[src/rtl/spi_master_cfg_pkg.sv]
// spi_master_cfg_pkg: FSM state encoding and SPI mode constants shared by the SPI master and its bench.
package spi_master_cfg_pkg;
    typedef enum logic [2:0] {
        ST_IDLE  = 3'd0,
        ST_LEAD  = 3'd1,
        ST_XFER  = 3'd2,
        ST_TRAIL = 3'd3,
        ST_DONE  = 3'd4
    } state_t;
    localparam int CPOL_BIT = 1;
    localparam int CPHA_BIT = 0;
    localparam logic [1:0] SPI_MODE0 = 2'b00;
    localparam logic [1:0] SPI_MODE1 = 2'b01;
    localparam logic [1:0] SPI_MODE2 = 2'b10;
    localparam logic [1:0] SPI_MODE3 = 2'b11;
endpackage

[src/rtl/spi_master_cfg_clk_div.sv]
// spi_master_cfg_clk_div: one-cycle tick every div+1 clk cycles while en is high.
module spi_master_cfg_clk_div #(
    parameter int DIV_W = 8
) (
    input  logic             clk,
    input  logic             reset,
    input  logic             en,
    input  logic [DIV_W-1:0] div,
    output logic             tick
);
    logic [DIV_W-1:0] cnt;
    always_ff @(posedge clk or negedge reset) begin
        if (!reset) begin
            cnt  <= '0;
            tick <= 1'b0;
        end else begin
            cnt  <= (en && cnt != div) ? cnt + 1'b1 : '0;
            tick <= en && cnt == div;
        end
    end
endmodule

[src/rtl/spi_master_cfg.sv]
// spi_master_cfg: full-duplex SPI master, all four modes, programmable SCLK divider, one-hot active-low chip selects.
// Define SPI_MASTER_LSB_FIRST_EN to add the lsb_first input (bit order chosen per frame).
module spi_master_cfg
    import spi_master_cfg_pkg::*;
#(
    parameter int DATA_W = 8,
    parameter int NUM_CS = 4,
    parameter int DIV_W = 8,
    localparam int CS_IDX_W = (NUM_CS > 1) ? $clog2(NUM_CS) : 1
) (
    input  logic                clk,
    input  logic                reset,
    input  logic                start,
    input  logic [DATA_W-1:0]   tx_data,
    input  logic [CS_IDX_W-1:0] cs_sel,
    input  logic [1:0]          mode,
    input  logic [DIV_W-1:0]    clk_div,
`ifdef SPI_MASTER_LSB_FIRST_EN
    input  logic                lsb_first,
`endif
    output logic                busy,
    output logic                done,
    output logic [DATA_W-1:0]   rx_data,
    output logic                sclk,
    output logic                mosi,
    input  logic                miso,
    output logic [NUM_CS-1:0]   cs_n
);
    localparam int EW = $clog2(2 * DATA_W);
    state_t state, state_nx;
    logic [DATA_W-1:0] tx_sr, rx_sr, src;
    logic [DIV_W-1:0] div_r;
    logic [EW-1:0] ecnt;
    logic [NUM_CS-1:0] cs_dec;
    logic cpha_r, lsb_r, lsb_in, lsb_cur, tick, en, accept, edge_ev, last_edge, sample, shift_ev;
`ifdef SPI_MASTER_LSB_FIRST_EN
    assign lsb_in = lsb_first;
`else
    assign lsb_in = 1'b0;
`endif
    assign en        = state == ST_LEAD || state == ST_XFER || state == ST_TRAIL;
    assign accept    = state == ST_IDLE && start;
    assign edge_ev   = state == ST_XFER && tick;
    assign last_edge = ecnt == EW'(2 * DATA_W - 1);
    // Even edge count is a leading edge: CPHA=0 samples there, CPHA=1 shifts there.
    assign sample    = edge_ev && ecnt[0] == cpha_r;
    assign shift_ev  = accept ? !mode[CPHA_BIT] : edge_ev && ecnt[0] != cpha_r;
    assign lsb_cur   = accept ? lsb_in : lsb_r;
    assign src       = accept ? tx_data : tx_sr;
    spi_master_cfg_clk_div #(.DIV_W(DIV_W)) u_div (
        .clk  (clk),
        .reset(reset),
        .en   (en),
        .div  (div_r),
        .tick (tick)
    );
    always_comb begin
        cs_dec = '1;
        for (int i = 0; i < NUM_CS; i++) cs_dec[i] = cs_sel != CS_IDX_W'(i);
    end
    always_comb begin
        state_nx = state;
        unique case (state)
            ST_IDLE:  state_nx = start ? ST_LEAD : ST_IDLE;
            ST_LEAD:  state_nx = tick ? ST_XFER : ST_LEAD;
            ST_XFER:  state_nx = (tick && last_edge) ? ST_TRAIL : ST_XFER;
            ST_TRAIL: state_nx = tick ? ST_DONE : ST_TRAIL;
            ST_DONE:  state_nx = ST_IDLE;
            default:  state_nx = ST_IDLE;
        endcase
    end
    always_ff @(posedge clk or negedge reset) begin
        if (!reset) begin
            state   <= ST_IDLE;
            busy    <= 1'b0;
            done    <= 1'b0;
            rx_data <= '0;
            sclk    <= 1'b0;
            mosi    <= 1'b0;
            cs_n    <= '1;
            tx_sr   <= '0;
            rx_sr   <= '0;
            div_r   <= '0;
            cpha_r  <= 1'b0;
            lsb_r   <= 1'b0;
            ecnt    <= '0;
        end else begin
            state <= state_nx;
            busy  <= state_nx != ST_IDLE;
            done  <= state == ST_TRAIL && tick;
            if (accept) begin
                div_r  <= clk_div;
                cpha_r <= mode[CPHA_BIT];
                lsb_r  <= lsb_in;
                cs_n   <= cs_dec;
                ecnt   <= '0;
            end
            if (shift_ev) begin
                mosi  <= lsb_cur ? src[0] : src[DATA_W-1];
                tx_sr <= lsb_cur ? src >> 1 : src << 1;
            end else if (accept) begin
                tx_sr <= tx_data;
            end
            if (sample) rx_sr <= lsb_r ? {miso, rx_sr[DATA_W-1:1]} : {rx_sr[DATA_W-2:0], miso};
            if (edge_ev) begin
                sclk <= ~sclk;
                ecnt <= ecnt + 1'b1;
            end else if (state == ST_IDLE) begin
                sclk <= mode[CPOL_BIT];
            end
            if (state == ST_TRAIL && tick) begin
                cs_n    <= '1;
                rx_data <= rx_sr;
            end
        end
    end
endmodule

[config.mk]
export PLATFORM = sky130hd
export DESIGN_NAME = spi_master_cfg
export DESIGN_NICKNAME = d
export VERILOG_FILES = /design/src/rtl/spi_master_cfg_pkg.sv /design/src/rtl/spi_master_cfg_clk_div.sv /design/src/rtl/spi_master_cfg.sv
export SDC_FILE = /design/constraint.sdc
export NUM_CORES = 1
export LEC_CHECK = 0
export ABC_AREA = 1
export CORE_UTILIZATION = 39
export CTS_CLUSTER_DIAMETER = 80
export DETAILED_ROUTE_END_ITERATION = 7
export RECOVER_POWER = 100
export SLEW_MARGIN = 0
export SYNTH_ARGS = -nofsm -noshare
export SYNTH_HDL_FRONTEND = slang
export SYNTH_HIERARCHICAL = 1
export SYNTH_SLANG_ARGS = --single-unit
[constraint.sdc]
create_clock -name clk -period 1.7 [get_ports clk]
set_clock_uncertainty 0.05 [all_clocks]
set_input_delay 0.17 -clock clk [delete_from_list [all_inputs] [get_ports clk]]
set_output_delay 0.17 -clock clk [all_outputs]
set_load 0.01 [all_outputs]
## Word-level counts from Yosys, hierarchy flattened

Cells that the tools add are included.

| word-level totals | value |
|---|---|
| logic and storage cells | 65 |
| input bits | 24 |
| output and inout bits | 16 |
| bits in registers | 58 |

| cells by class | value |
|---|---|
| equal/unequal tests | 11 |
| add/subtract/negate cells | 2 |
| bitwise operators | 1 |
| muxes and demuxes | 19 |
| reductions and logical operators | 17 |

Operators with widths:

| kind | count |
|---|---|
| 8-bit two-way mux | 5 |
| 4-bit two-way mux | 4 |
| 3-bit case mux with 4 select lines | 1 |
| 8-bit by 1-bit adder with 8-bit output (second input constant) | 1 |
| 8-bit == test | 1 |
| 1-bit logical AND | 8 |
| 8-bit inequality test | 1 |
| 2-bit nonzero test | 4 |
| 1-bit two-way mux | 7 |
| 3-bit by 2-bit == test with 1-bit output (second input constant) | 2 |
| 4-bit by 1-bit adder with 4-bit output (second input constant) | 1 |
| 4-bit == test (second input constant) | 1 |
| 2-bit inequality test (second input constant) | 2 |
| 3-bit by 1-bit == test with 1-bit output (second input constant) | 1 |
| 3-bit logical NOT | 1 |
| 3-bit two-way mux | 1 |
| 3-bit nonzero test | 1 |
| 1-bit logical OR | 2 |
| 2-bit two-way mux | 1 |
| 2-bit by 1-bit inequality test with 1-bit output (second input constant) | 1 |
| 1-bit == test | 1 |
| 1-bit logical NOT | 1 |
| 1-bit inequality test | 1 |
| 1-bit inverter | 1 |

## Logic depth before layout (Yosys ltp)

Gate-level depths: netlist (run 1).

| logic depth | value |
|---|---|
| depth in word-level cells | 5 |
| gate-level depth with buffers | 9 |
| gate-level depth less buffers | 8 |

## By module

The synthesis (run 1) kept the hierarchy.

By module, submodules not included:

| module | cells each | instances | sequential area each (um2) | area each (um2) |
|---|---|---|---|---|
| spi_master_cfg | 273 | 1 | 1231.2 | 2319.7 |
| spi_master_cfg_clk_div | 72 | 1 | 225.2 | 539.3 |

## Least setup slack after synthesis (run 1)

OpenSTA, ideal clock, no wires.

| timing | value |
|---|---|
| path type | flip-flop to flip-flop |
| start point | register state[2] |
| end point | register tx_sr[0] |
| path slack | 0.356 ns |
| arrival time | 1.177 ns |
| clock period less this slack | 1.344 ns |
| data required time | 1.533 ns |
| setup time | 0.117 ns |
| cell stages (with the launch flop) | 10 |
| cells stage by stage | dfrtp_1 -> inv_1 -> nand2_1 -> nor2_4 -> nand2_2 -> nand2_4 -> nand2_2 -> buf_6 -> nand2_1 -> o21ai_2 |

| between the ends | value |
|---|---|
| word-level cells in the longest chain between the ends | 5 |
| elaborated cells on any way between the ends | 10 |

Ends and longest elaborated chain:

| element | line | text |
|---|---|---|
| start, declared | spi_master_cfg.sv:30 | `state_t state, state_nx;` |
| start signal, assigned | spi_master_cfg.sv:88 | `state <= state_nx;` |
| 3-bit logical NOT or 3-bit by 2-bit == test with 1-bit output (tied branches) | spi_master_cfg.sv:42, spi_master_cfg.sv:43 |  |
| 1-bit logical AND, on equally long branches | spi_master_cfg.sv:42, spi_master_cfg.sv:43 |  |
| 8-bit two-way mux (tied with other cells) | -- |  |
| 8-bit two-way mux or 1-bit two-way mux (tied branches) | -- |  |
| 8-bit two-way mux * | spi_master_cfg.sv:98 | `if (shift_ev) begin` |
| end signal, assigned | spi_master_cfg.sv:100 | `tx_sr <= lsb_cur ? src >> 1 : src << 1;` |
| end signal, assigned | spi_master_cfg.sv:102 | `tx_sr <= tx_data;` |
| end, declared | spi_master_cfg.sv:31 | `logic [DATA_W-1:0] tx_sr, rx_sr, src;` |

Mark *: on every way between the ends. The rest lies on a longest branch, timed or not.
A chain may end at the register's enable or synchronous reset.

## Worst setup path after layout (run 1)

| timing | value |
|---|---|
| start point | register cs_n[1] |
| end point | output port cs_n[1] |

RTL lines:

| element | line | text |
|---|---|---|
| start, declared | spi_master_cfg.sv:27 | `output logic [NUM_CS-1:0] cs_n` |
| start signal, assigned | spi_master_cfg.sv:95 | `cs_n <= cs_dec;` |

No word-level cell between the ends.

==> impl_metrics.ini, run 1 <==
[run_status]
status = complete, no violations

[sta]
finalHoldViolCount = 0
relSlewSlack = 0.463
fin_crit_ps = 1640
drv_slew = 0
fmax_ghz = 0.611
finalSetupTns_ps = 0
grt_setup_unrepaired = false
setup_viol = 0
min_period_over_period = 0.963
worstMarginPinSlew_ps = 806

[route]
top_layer_used = met4
drtIter0Drc = 122
totalWireLength_mm = 5.65
postRouteAntennaNets = 0
vias_per_cell = 4.65
met1_length_mm = 2.64
wl_met2_mm = 2.73
route.detailed.drc = 0
dr_wl_met3_microns = 219
drtPass1Iterations = 4
wl_per_cell_microns = 11.4
vias = 2301

[synth]
ys_seq_area_frac = 0.509
yosysTopAreaCell = dfrtp_1
synth.top_cells.by_area = dfrtp_1, nand2_1, inv_1, o21ai_0, dfstp_2
synthFlopType = dfrtp_1
ys_ff_latch = 58
synth.avg_cell_area_sq_um = 8.29
syn_nets = 371
synth_edf_count = 0
synthTopCellsByCount = nand2_1, dfrtp_1, inv_1
synth_most_common_cell = nand2_1
synth_top_area_share = 0.473
ys_async_sr_fraction = 1.00
synthDistinctLibCells = 32
synth_cells = 345
ys.warnings.count = 6
synth_area_sq_um = 2860

[worst_setup_path]
rr_endpoint = tx_sr[6]
worstPathRequired_ps = 1480
r2r-start = state[1]
critPathTopFamily = buffers and inverters
end_kind = output pin
cp_slowest_cell = clkdlybuf4s50_1
r2r_cells = 7
cp-start-kind = flop
crit_arrival_ps = 1420
r2r_slack_ps = 160
worstSetupPathType = reg2out
crit_chain = clkdlybuf4s50_1
crit_fanout = 2
cp_slowest_stage_delay_ps = 540
path_buf_inv = 1

[worst_hold_path]
whs_endpoint = div_r[2]
worstHoldStart = clk_div[2]
hp-class = in2reg
worstHoldPathCells = 3

[global_route]
grt_max_degree = 59
grt_usage = 0.166
grt_pass1_wl_mm = 9.69
antenna_found_initial = 0
grt_pass1_vias = 2209
grt-ovfl-total = 0

[layout]
nets = 420
diodes = 0
layout-drive-gt1-share = 0.118
fill_cells = 684
syn_to_final_growth_pct = 25.0

[clock_network]
cts_buffer_depth = 2
cts_root_buf = clkbuf_8
ctsResizeCount = 0
cts_made_buffers = 9
cts_tree = built
htree_levels = 3
post-cts-setup-buffers = 0
clock-sinks = 58
clkLatencyLatePin_ps = 340
clk_pin_slew_worst_paths_ps = 70

[pwr]
finalPower_mw = 5.02
p_per_area_nw_per_um2 = 1400
vdd.ir_drop.worst_uv = 437
leakage_nw = 1.71

[floorplan]
core-area_sq_um = 6940
die_h_microns = 87.6
die-area_sq_um = 7680
ioPinCount = 40
start_util = 0.412
rows = 30
chipWidth_microns = 87.6

[place]
gp_congestion = 0.836
numPortBuffers = 39
hpwl_mm = 3.87

[flow_run]
drv_cap = 0
[worst min-delay path, cell delays in order]
cell	delay (ps)
clkdlybuf4s50_1	390
nand2_1	60
nand2_1	40
[routing by layer]
layer / vias up / GRT usage
met5: - / 0
met3: 8 / 0.0669
met4: 0 / 0.0537
li1: 1201 / -
met2: 33 / 0.267
met1: 1059 / 0.206
[power by group]
group | leakage, nW | total [mW] | internal [mW] | switching [mW]
combinational | 0.858 | 1.57 | 0.683 | 0.882
clock | 0.109 | 1.41 | 0.860 | 0.552
sequential | 0.738 | 2.04 | 1.78 | 0.261
total | 1.71 | 5.02 | 3.32 | 1.70
[layout make-up]
cell class                      count  area (sq um)  area share
Tap cell                           96           120      0.0336
Inverter                           39           146      0.0410
Clock buffer                       11           141      0.0396
Sequential cell                    58          1460       0.408
Multi-Input combinational cell    236          1170       0.328
Timing Repair Buffer               50           460       0.129
Clock inverter                      5          77.6      0.0217
[state kept, by name, summed over array words and instances (netlist names)]
signal      flops
rx_sr           8
u_div/tick      1
tx_sr           8
u_div/cnt       8
lsb_r           1
done            1
cs_n            4
busy            1
div_r           8
mosi            1
sclk            1
state           3
cpha_r          1
rx_data         8
ecnt            4
[through the flow]
stage / instance area (sq um) / hold WS, ps / setup slack [ps] / cells / utilization
after CTS: 3610 / 298 / 47.9 / 495 / 0.519
after floorplan: 2860 / -176 / 356 / 345 / -
after global routing: 3570 / 297 / 10.5 / 495 / 0.515
final: 3570 / 315 / 63.2 / 495 / 0.515
after detailed placement: 3380 / 149 / 89.1 / 478 / 0.486
after global placement: 3380 / 153 / 129 / 478 / 0.486
[worst max path at each step]
stage                   from        to  slack, ps  cells past startpoint
floorplan           state[2]  tx_sr[0]        360                      9
finish               cs_n[1]   cs_n[1]         60                      1
global route         cs_n[1]   cs_n[1]         10                      1
global placement       start  tx_sr[5]        130                      7
CTS                  cs_n[1]   cs_n[1]         50                      1
detailed placement     start  tx_sr[6]         90                      7
[cell families after synthesis]
family / synth area share
flops: 0.509
buf+inv: 0.0770
compound gates: 0.0950
simple gates: 0.282
xor+xnor: 0.0276
fa+ha+maj: 0.00875
[cells in the final DEF, fill, tap and decap left out, drive strengths merged]
cell type	Yosys	layout
a21oi	3	3
a31oi	3	3
buf	9	6
bufinv	0	2
clkbuf	3	16
clkdlybuf4s50	0	26
clkinv	0	2
clkinvlp	0	1
dfrtp	54	54
dfstp	4	4
dlygate4sd3	0	13
ha	2	2
inv	39	39
nand2	114	114
nand3	19	19
nand3b	1	1
nand4	9	9
nor2	31	31
nor3	4	4
o211ai	7	7
o21a	1	1
o21ai	33	33
xnor2	5	5
xor2	4	4
[repair_timing]
item | CTS | global route
hold buffers | 1 | 0
endpoints found under the setup margin | 0 | 0
endpoints found under the hold margin | 54 | 0
Power figures use the tool's default switching activity.
==> run 2, diff against run 1 <==
--- a/config.mk
+++ b/config.mk
@@ -8,6 +8,7 @@
 export ABC_AREA = 1
 export CORE_UTILIZATION = 39
 export CTS_CLUSTER_DIAMETER = 80
+export CTS_CLUSTER_SIZE = 25
 export DETAILED_ROUTE_END_ITERATION = 7
 export RECOVER_POWER = 100
 export SLEW_MARGIN = 0
==> results of run 2 <==
The final DEF is identical to that of run 1; final timing and power are the same.
